===== config.mk =====
export PLATFORM = sky130hd
export DESIGN_NAME = cripto_ctrl
export DESIGN_NICKNAME = d
export VERILOG_FILES = /design/src/rtl/cripto_ctrl_pkg.sv /design/src/rtl/cripto_ctrl_ser.sv /design/src/rtl/cripto_ctrl.sv
export SDC_FILE = /design/constraint.sdc
export NUM_CORES = 1
export LEC_CHECK = 0
export BUFFER_PORTS_ARGS = -buffer_cell sky130_fd_sc_hd__buf_4
export CAP_MARGIN = 20
export CORE_ASPECT_RATIO = 0.75
export CORE_MARGIN = 2
export CORE_UTILIZATION = 40
export CTS_BUF_LIST = sky130_fd_sc_hd__clkbuf_4
export DETAILED_ROUTE_END_ITERATION = 8
export SLEW_MARGIN = 20
export SYNTH_ARGS = -nofsm -noshare
export SYNTH_HDL_FRONTEND = slang
export SYNTH_SLANG_ARGS = --single-unit

===== constraint.sdc =====
create_clock -name clock -period 6 [get_ports clock]
set_input_delay 1.2 -clock clock [delete_from_list [all_inputs] [get_ports clock]]
set_output_delay 1.2 -clock clock [all_outputs]
set_load 0.03 [all_outputs]

===== src/rtl/cripto_ctrl_pkg.sv =====
// Shared types and sizes for the cipher-core block controller.
package cripto_ctrl_pkg;

  localparam int BLOCK_BYTES = 8;
  localparam int KEY_WORDS   = 8;
  localparam int BLOCK_W     = 64;
  localparam int KEY_W       = 256;

  typedef enum logic [2:0] {
    ST_IDLE  = 3'd0,
    ST_LOAD  = 3'd1,
    ST_START = 3'd2,
    ST_WAIT  = 3'd3,
    ST_DRAIN = 3'd4
  } state_e;

endpackage


===== src/rtl/cripto_ctrl_ser.sv =====
// Result serialiser: presents a 64-bit word as 8 bytes, MSB first, on a
// valid/ready stream. The word must stay stable while the stream is active.
module cripto_ctrl_ser
  import cripto_ctrl_pkg::*;
(
  input  logic               clk_i,
  input  logic               rst_i,
  input  logic               start_i,
  input  logic [BLOCK_W-1:0] data_i,
  input  logic               ready_i,
  output logic               valid_o,
  output logic [7:0]         data_o,
  output logic               last_o
);

  logic       active_q, active_d;
  logic [2:0] cnt_q, cnt_d;
  logic       fire;

  assign fire    = active_q & ready_i;
  assign last_o  = fire & (cnt_q == 3'(BLOCK_BYTES - 1));
  assign valid_o = active_q;
  assign data_o  = data_i[{~cnt_q, 3'b000} +: 8];

  // Next byte index and activity: start arms the stream, the 8th handshake ends it.
  always_comb begin
    active_d = active_q;
    cnt_d    = cnt_q;
    if (start_i) begin
      active_d = 1'b1;
      cnt_d    = 3'd0;
    end else if (fire) begin
      cnt_d = cnt_q + 3'd1;
      if (cnt_q == 3'(BLOCK_BYTES - 1)) begin
        active_d = 1'b0;
      end
    end
  end

  // Serialiser state register.
  always_ff @(posedge clk_i) begin
    if (rst_i) begin
      active_q <= 1'b0;
      cnt_q    <= 3'd0;
    end else begin
      active_q <= active_d;
      cnt_q    <= cnt_d;
    end
  end

endmodule


===== src/rtl/cripto_ctrl.sv =====
// Cipher-core controller: packs 8 input bytes into a block, launches the
// core, waits for its result with a timeout, and streams the result out.
module cripto_ctrl
  import cripto_ctrl_pkg::*;
#(
  parameter int TIMEOUT = 1024
) (
  input  logic               clock,
  input  logic               reset,
  input  logic               in_valid,
  input  logic [7:0]         in_data,
  output logic               in_ready,
  output logic               out_valid,
  output logic [7:0]         out_data,
  input  logic               out_ready,
  input  logic               enc_dec,
  input  logic               key_we,
  input  logic [2:0]         key_addr,
  input  logic [31:0]        key_word,
  output logic               core_start,
  output logic               core_enc_dec,
  output logic [BLOCK_W-1:0] core_data,
  output logic [KEY_W-1:0]   core_key,
  input  logic               core_busy,
  input  logic               core_ready,
  input  logic [BLOCK_W-1:0] core_result,
  output logic               busy,
  output logic               err
);

  localparam int WCNT_W = $clog2(TIMEOUT + 1);
  localparam logic [WCNT_W-1:0] WAIT_LAST = WCNT_W'(TIMEOUT - 1);

  state_e             state_q, state_d;
  logic [2:0]         in_cnt_q, in_cnt_d;
  logic [WCNT_W-1:0]  wait_cnt_q, wait_cnt_d;
  logic [BLOCK_W-1:0] block_q, block_d;
  logic [BLOCK_W-1:0] result_q, result_d;
  logic [KEY_W-1:0]   key_q, key_d;
  logic               mode_q, mode_d;
  logic               err_q, err_d;

  logic in_open, in_fire, last_in, res_take, ser_last;

  // Input side and key register are only open while collecting a block.
  assign in_open  = (state_q == ST_IDLE) || (state_q == ST_LOAD);
  assign in_ready = in_open && !reset;
  assign in_fire  = in_valid && in_ready;
  assign last_in  = in_fire && (in_cnt_q == 3'(BLOCK_BYTES - 1));
  assign res_take = (state_q == ST_WAIT) && core_ready;

  assign core_start   = (state_q == ST_START) && !core_busy;
  assign core_enc_dec = mode_q;
  assign core_data    = block_q;
  assign core_key     = key_q;
  assign busy         = (state_q != ST_IDLE);
  assign err          = err_q;

  // Next state, WAIT cycle counter and timeout error; ready beats timeout.
  always_comb begin
    state_d    = state_q;
    wait_cnt_d = '0;
    err_d      = 1'b0;
    case (state_q)
      ST_IDLE:  if (in_fire) state_d = ST_LOAD;
      ST_LOAD:  if (last_in) state_d = ST_START;
      ST_START: if (!core_busy) state_d = ST_WAIT;
      ST_WAIT: begin
        wait_cnt_d = wait_cnt_q + WCNT_W'(1);
        if (core_ready) begin
          state_d = ST_DRAIN;
        end else if (wait_cnt_q == WAIT_LAST) begin
          err_d   = 1'b1;
          state_d = ST_IDLE;
        end
      end
      ST_DRAIN: if (ser_last) state_d = ST_IDLE;
      default:  state_d = ST_IDLE;
    endcase
  end

  // Datapath: MSB-first byte packing, mode sampling, result capture, key writes.
  always_comb begin
    block_d  = block_q;
    in_cnt_d = in_cnt_q;
    if (in_fire) begin
      block_d[{~in_cnt_q, 3'b000} +: 8] = in_data;
      in_cnt_d = in_cnt_q + 3'd1;
    end
    mode_d   = last_in ? enc_dec : mode_q;
    result_d = res_take ? core_result : result_q;
    key_d    = key_q;
    if (key_we && in_open) begin
      key_d[{~key_addr, 5'b00000} +: 32] = key_word;
    end
  end

  // All controller state; reset discards any partial block, result and key.
  always_ff @(posedge clock) begin
    if (reset) begin
      state_q    <= ST_IDLE;
      in_cnt_q   <= 3'd0;
      wait_cnt_q <= '0;
      block_q    <= '0;
      result_q   <= '0;
      key_q      <= '0;
      mode_q     <= 1'b0;
      err_q      <= 1'b0;
    end else begin
      state_q    <= state_d;
      in_cnt_q   <= in_cnt_d;
      wait_cnt_q <= wait_cnt_d;
      block_q    <= block_d;
      result_q   <= result_d;
      key_q      <= key_d;
      mode_q     <= mode_d;
      err_q      <= err_d;
    end
  end

  cripto_ctrl_ser u_ser (
    .clk_i   (clock),
    .rst_i   (reset),
    .start_i (res_take),
    .data_i  (result_q),
    .ready_i (out_ready),
    .valid_o (out_valid),
    .data_o  (out_data),
    .last_o  (ser_last)
  );

endmodule


## Word level (Yosys, flattened, before mapping)

Cells that the tools add are included.

- Add/subtract/negate cells: 5
- Equal/unequal tests: 12
- Shifts and indexed selects: 5
- Mux-type cells: 13
- Bitwise gates (word level): 6
- Reductions and logical operators: 18

Operators with widths:

| operator | count |
|---|---|
| bitwise mux 256 bit | 1 |
| variable shift 32 x 10 -> 256 bit, first input constant | 1 |
| variable part select 32 x 10 -> 256 bit | 1 |
| bitwise mux 64 bit | 1 |
| variable shift 8 x 8 -> 64 bit, first input constant | 1 |
| variable part select 64 x 7 -> 8 bit | 1 |
| variable part select 8 x 8 -> 64 bit | 1 |
| two-way mux 3 bit | 6 |
| one-hot mux 3 bit (5 select lines) | 1 |
| adder 11 x 1 -> 11 bit, second input constant | 1 |
| equality test 11 x 10 -> 1 bit, second input constant | 1 |
| negation 8 -> 10 bit | 1 |
| equality test 3 bit, second input constant | 3 |
| NOT 3 bit | 3 |
| != test 2 bit, second input constant | 4 |
| negation 6 -> 8 bit | 1 |
| adder 3 x 1 -> 3 bit, second input constant | 2 |
| equality test 3 x 2 -> 1 bit, second input constant | 2 |
| logical AND 1 bit | 6 |
| AND reduction 5 bit | 1 |
| two-way mux 1 bit | 4 |
| nonzero test 2 bit | 2 |
| OR reduction 2 bit | 2 |
| equality test 3 x 1 -> 1 bit, second input constant | 1 |
| 9 further kinds | 11 |

- Bits in registers: 407
- Input port bits: 115
- Logic and storage cells: 69

## Logic depth before layout (Yosys ltp)

- Depth after elaboration: 7
- Depth in mapped cells: 9
- Depth with buffers taken out: 6

## By module

Synthesis repeated with hierarchy kept, for this count alone.

- Cell total of the unflattened synthesis: 1887
- Area total of the unflattened synthesis: 15647.5 um^2

By module, submodules not included:

| module | instances | cells an instance | area an instance (um^2) |
|---|---|---|---|
| cripto_ctrl | 1 | 1839 | 14894.3 |
| cripto_ctrl_ser | 1 | 48 | 753.2 |

## Worst setup path before layout

Ideal clock, no wire load.

- Path kind: input to output
- Start point: input reset
- End point: output in_ready
- Data arrival time: 2.427 ns
- Path slack: 2.373 ns
- Stages: 4
- Cells stage by stage: clkbuf_1 clkbuf_1 clkbuf_1 nor3_1

- Word-level cells in the longest chain between the ends: 2

Ends and longest elaborated chain:

| item | RTL line | source |
|---|---|---|
| from (decl) | cripto_ctrl.sv:9 | `input logic reset,` |
| zero test 1 bit | cripto_ctrl.sv:47 | `assign in_ready = in_open && !reset;` |
| logical AND 1 bit | cripto_ctrl.sv:47 |  |
| to (decl) | cripto_ctrl.sv:12 | `output logic in_ready,` |

Every way passes these cells.

## Worst setup path after layout

- Start point: register u_ser.cnt_q[1]
- End point: output out_data[7]

- Word-level cells in the longest chain between the ends: 2

Ends and longest elaborated chain:

| item | RTL line | source |
|---|---|---|
| from (decl) | cripto_ctrl_ser.sv:17 | `logic [2:0] cnt_q, cnt_d;` |
| from (signal assigned) | cripto_ctrl_ser.sv:47 | `cnt_q <= cnt_d;` |
| NOT 3 bit | cripto_ctrl_ser.sv:23 | `assign data_o = data_i[{~cnt_q, 3'b000} +: 8];` |
| variable part select 64 x 7 -> 8 bit | cripto_ctrl_ser.sv:23 |  |
| to (decl) | cripto_ctrl.sv:14 | `output logic [7:0] out_data,` |

Every way passes these cells.

==> summary.txt <==
Route
  – Avg WL per Cell: 20.0 um
  – TritonRoute pass-1 iters: 5
  – Initial DRC count: around 1,100
  – Routed WL: 56.5 mm
  – Via count: 14,600
  – Antenna-violating nets left: 0
  – Detailed-route DRC error count: 0
  – Vias/cell: 5.18

Synthesis
  – Synth Area in Adders: less than 1%
  – Mux contribution to synthesized area: just over 6%
  – Largest family of logic cells by synthesized area: simple AND/OR/NAND/NOR gates
  – Post-synthesis simple-gate area fraction: 23.2%
  – Yosys reg bits: 407
  – Netlist Area Pre-Place: 0.0153 mm2
  – Synth unique cells: 42
  – Syn nets: between 1,500 and 2,000
  – Synth Area per Inst: roughly 8.3 um2
  – Synth area leader: dfxtp_1
  – Synth area leaders: dfxtp_1, nand2_1, a21oi_1
  – Top-count cell post-synth: nand2_1
  – Synth async-reset ratio: 0%
  – Compound-gate portion of the synthesized area: 11.7%
  – Post-synth top flop: dfxtp_1
  – Commonest cells post-synth: nand2_1, dfxtp_1, a21oi_1
  – Seq/Total Area, Yosys: 53.1%
  – Area share of the largest cell type after synthesis: approximately 53%
  – Post-Synthesis Cells: 1,844
  – XOR/XNOR Fraction of Synth Area: 0.571%
  – YS warnings: 0
  – Post-synth EDFFs: 0

Worst hold path
  – Hold path start: result_q[9]
  – Hold/Removal Path Class: register to register

GRT
  – Remaining global-route overflow: 0
  – Initial antenna violation count: 2
  – Vias in the first global route: 14,000
  – Total GRT Usage: 27.5%
  – Largest net degree at the start of global routing: between 150 and 200
  – First-pass GRT wire length: 84.4 mm

STA
  – RSZ-0062 raised after global routing: no
  – Clock skew: 0.0564 ns
  – Hold Vio Cnt, Final: 0
  – Final Max Slew Viols: 0
  – Fin crit share: between 60% and 70%
  – Post-layout min period: roughly 4 ns
  – Worst slew margin: 31.1%
  – Setup Viol. Count Final: 0
  – Fmax: 245 MHz
  – Tightest Pin Transition: between 1 and 1.5 ns
  – Setup TNS: 0 ns

Pwr
  – Power Density: 270 mW/mm2
  – Leak: about 8 nW
  – Overall Power: 5.44 mW
  – Peak VDD IR: 0.147 mV

Placed design
  – Port Buffers: between 400 and 500
  – Placer Congestion: 0.861
  – Dpl hpwl: 39.1 mm
  – Placed Area: 0.0189 mm2

Setup path
  – Critical path startpoint: u_ser.cnt_q[1]
  – Critical R2R Launch: state_q[2]
  – Crit path max fanout: 18
  – Data required time of the critical path: about 4.8 ns
  – Crit Path Category: register to output pin
  – Startpoint types: register
  – Crit path capture type: output pin
  – Arrival @ worst endpoint: 2.89 ns

Finish
  – Seq. cell area: 0.00815 mm2
  – Multi-input gate area: 0.00657 mm2
  – NumNets Final: 2,380
  – Final Instance Area: 0.0201 mm2
  – Fillers: 3,699
  – Fin util: a little over half
  – P&R area growth vs syn: 31.0%
  – Share of layout cells above drive strength 1: 28.2%

CTS
  – CTS tree: built
  – Root Driver: clkbuf_4
  – Hold_buf cts: 0
  – Post-CTS Setup Inserts: 0
  – CTS resizes: 0
  – Worst skew pair latency: 0.81 ns
  – CTS buffer count: 102
  – Clock sinks: 407
  – Htree depth: 3
  – Max Buffers Root-to-Sink: 3
  – Clock transition at path regs: ~0.070 ns

Floorplan
  – Initial core utilization: 40.3%
  – DIE WIDTH: about 230 um
  – Die Area: 0.0400 mm2
  – # rows: 62
  – Die Height: 174 um
  – IO Count: 449
  – Total core area: 0.0381 mm2

Flow run
  – Maxcap violations: 0

Run status
  – Status: finished, final reports clean
worst max-delay path, stage by stage (launching register included):
cell     delay [ns]
dfxtp_1        1.00
mux4_2         0.63
mux2_2         0.29
buf_4          0.17
state kept, by name, indices dropped and copies added (netlist names):
name and count:
u_ser.cnt_q 3, err 1, core_enc_dec 1, wait_cnt_q 11, core_data 64, u_ser.valid_o 1
state_q 3, core_key 256, in_cnt_q 3, result_q 64
through the flow:
| step | worst slack (ns) | hold WS, ns | cells |
|---|---|---|---|
| after floorplan | 2.37 | 0.426 | 1844 |
| after global placement | 2.34 | 0.439 | 2661 |
| after detailed placement | 2.23 | 0.445 | 2661 |
| after CTS | 1.78 | 0.454 | 2823 |
| after global routing | 1.76 | 0.469 | 2825 |
| final | 1.91 | 0.453 | 2825 |
routing by layer:
metal | routed length (um) | GRT usage (%) | up-vias
li1 | - | - | 6973
met1 | 24500 | 36.8 | 6976
met2 | 24800 | 40.2 | 579
met3 | 5350 | 9.28 | 108
met4 | 1940 | 12.1 | 0
met5 | 0 | 0 | -
path summary, 6_finish.rpt:
kind | endpoint | slack (ns) | depth (start not counted)
max reg2reg | core_key[75] | 2.99 | 5
max | out_data[7] | 1.91 | 3
min reg2reg | result_q[9] | 0.45 | 2
min | result_q[9] | 0.45 | 2
cell usage in the layout (no fill, tap or decap), drive strengths merged:
cell	n
xor2	8
clkinv	17
ha	12
and2	1
nor2	65
o21ai	18
nor3	6
dfxtp	407
and3b	1
a211oi	1
nand2b	19
mux2i	49
a22o	8
o31ai	2
nor2b	25
and4b	3
nand2	547
bufinv	2
a41oi	1
clkbuf	139
nor4	2
nand4b	1
and4	6
diode	2
inv	7
nand3b	10
buf	470
or2	1
mux4	16
nand3	112
xnor2	2
nor4b	1
and3	7
nand4	9
a21oi	320
or3	1
a31oi	1
nor3b	4
or4b	2
mux2	8
layout make-up:
class                           count  share of cell area [%]
Multi-Input combinational cell   1269                    32.7
Sequential cell                   407                    40.5
Clock inverter                     23                   0.722
Tap cell                          512                    3.19
Antenna cell                        2                  0.0249
Clock buffer                      139                    5.19
Timing Repair Buffer              470                    17.6
Inverter                            3                  0.0560
where the power goes:
| part | internal [mW] | total (mW) | switching [mW] |
|---|---|---|---|
| combinational | 0.137 | 0.440 | 0.303 |
| sequential | 2.73 | 2.75 | 0.0191 |
| clock | 1.14 | 2.25 | 1.10 |
kinds of logic after synthesis:
| kind of cell | after synthesis |
|---|---|
| muxes | 73 |
| AOI/OAI and AO/OA | 351 |
| DFF | 407 |
| and+or+nand+nor | 823 |
| buffers and inverters | 168 |
| xor gates and xnor gates | 10 |
| adders and majority gates | 12 |
(Power assumes the default switching activity.)
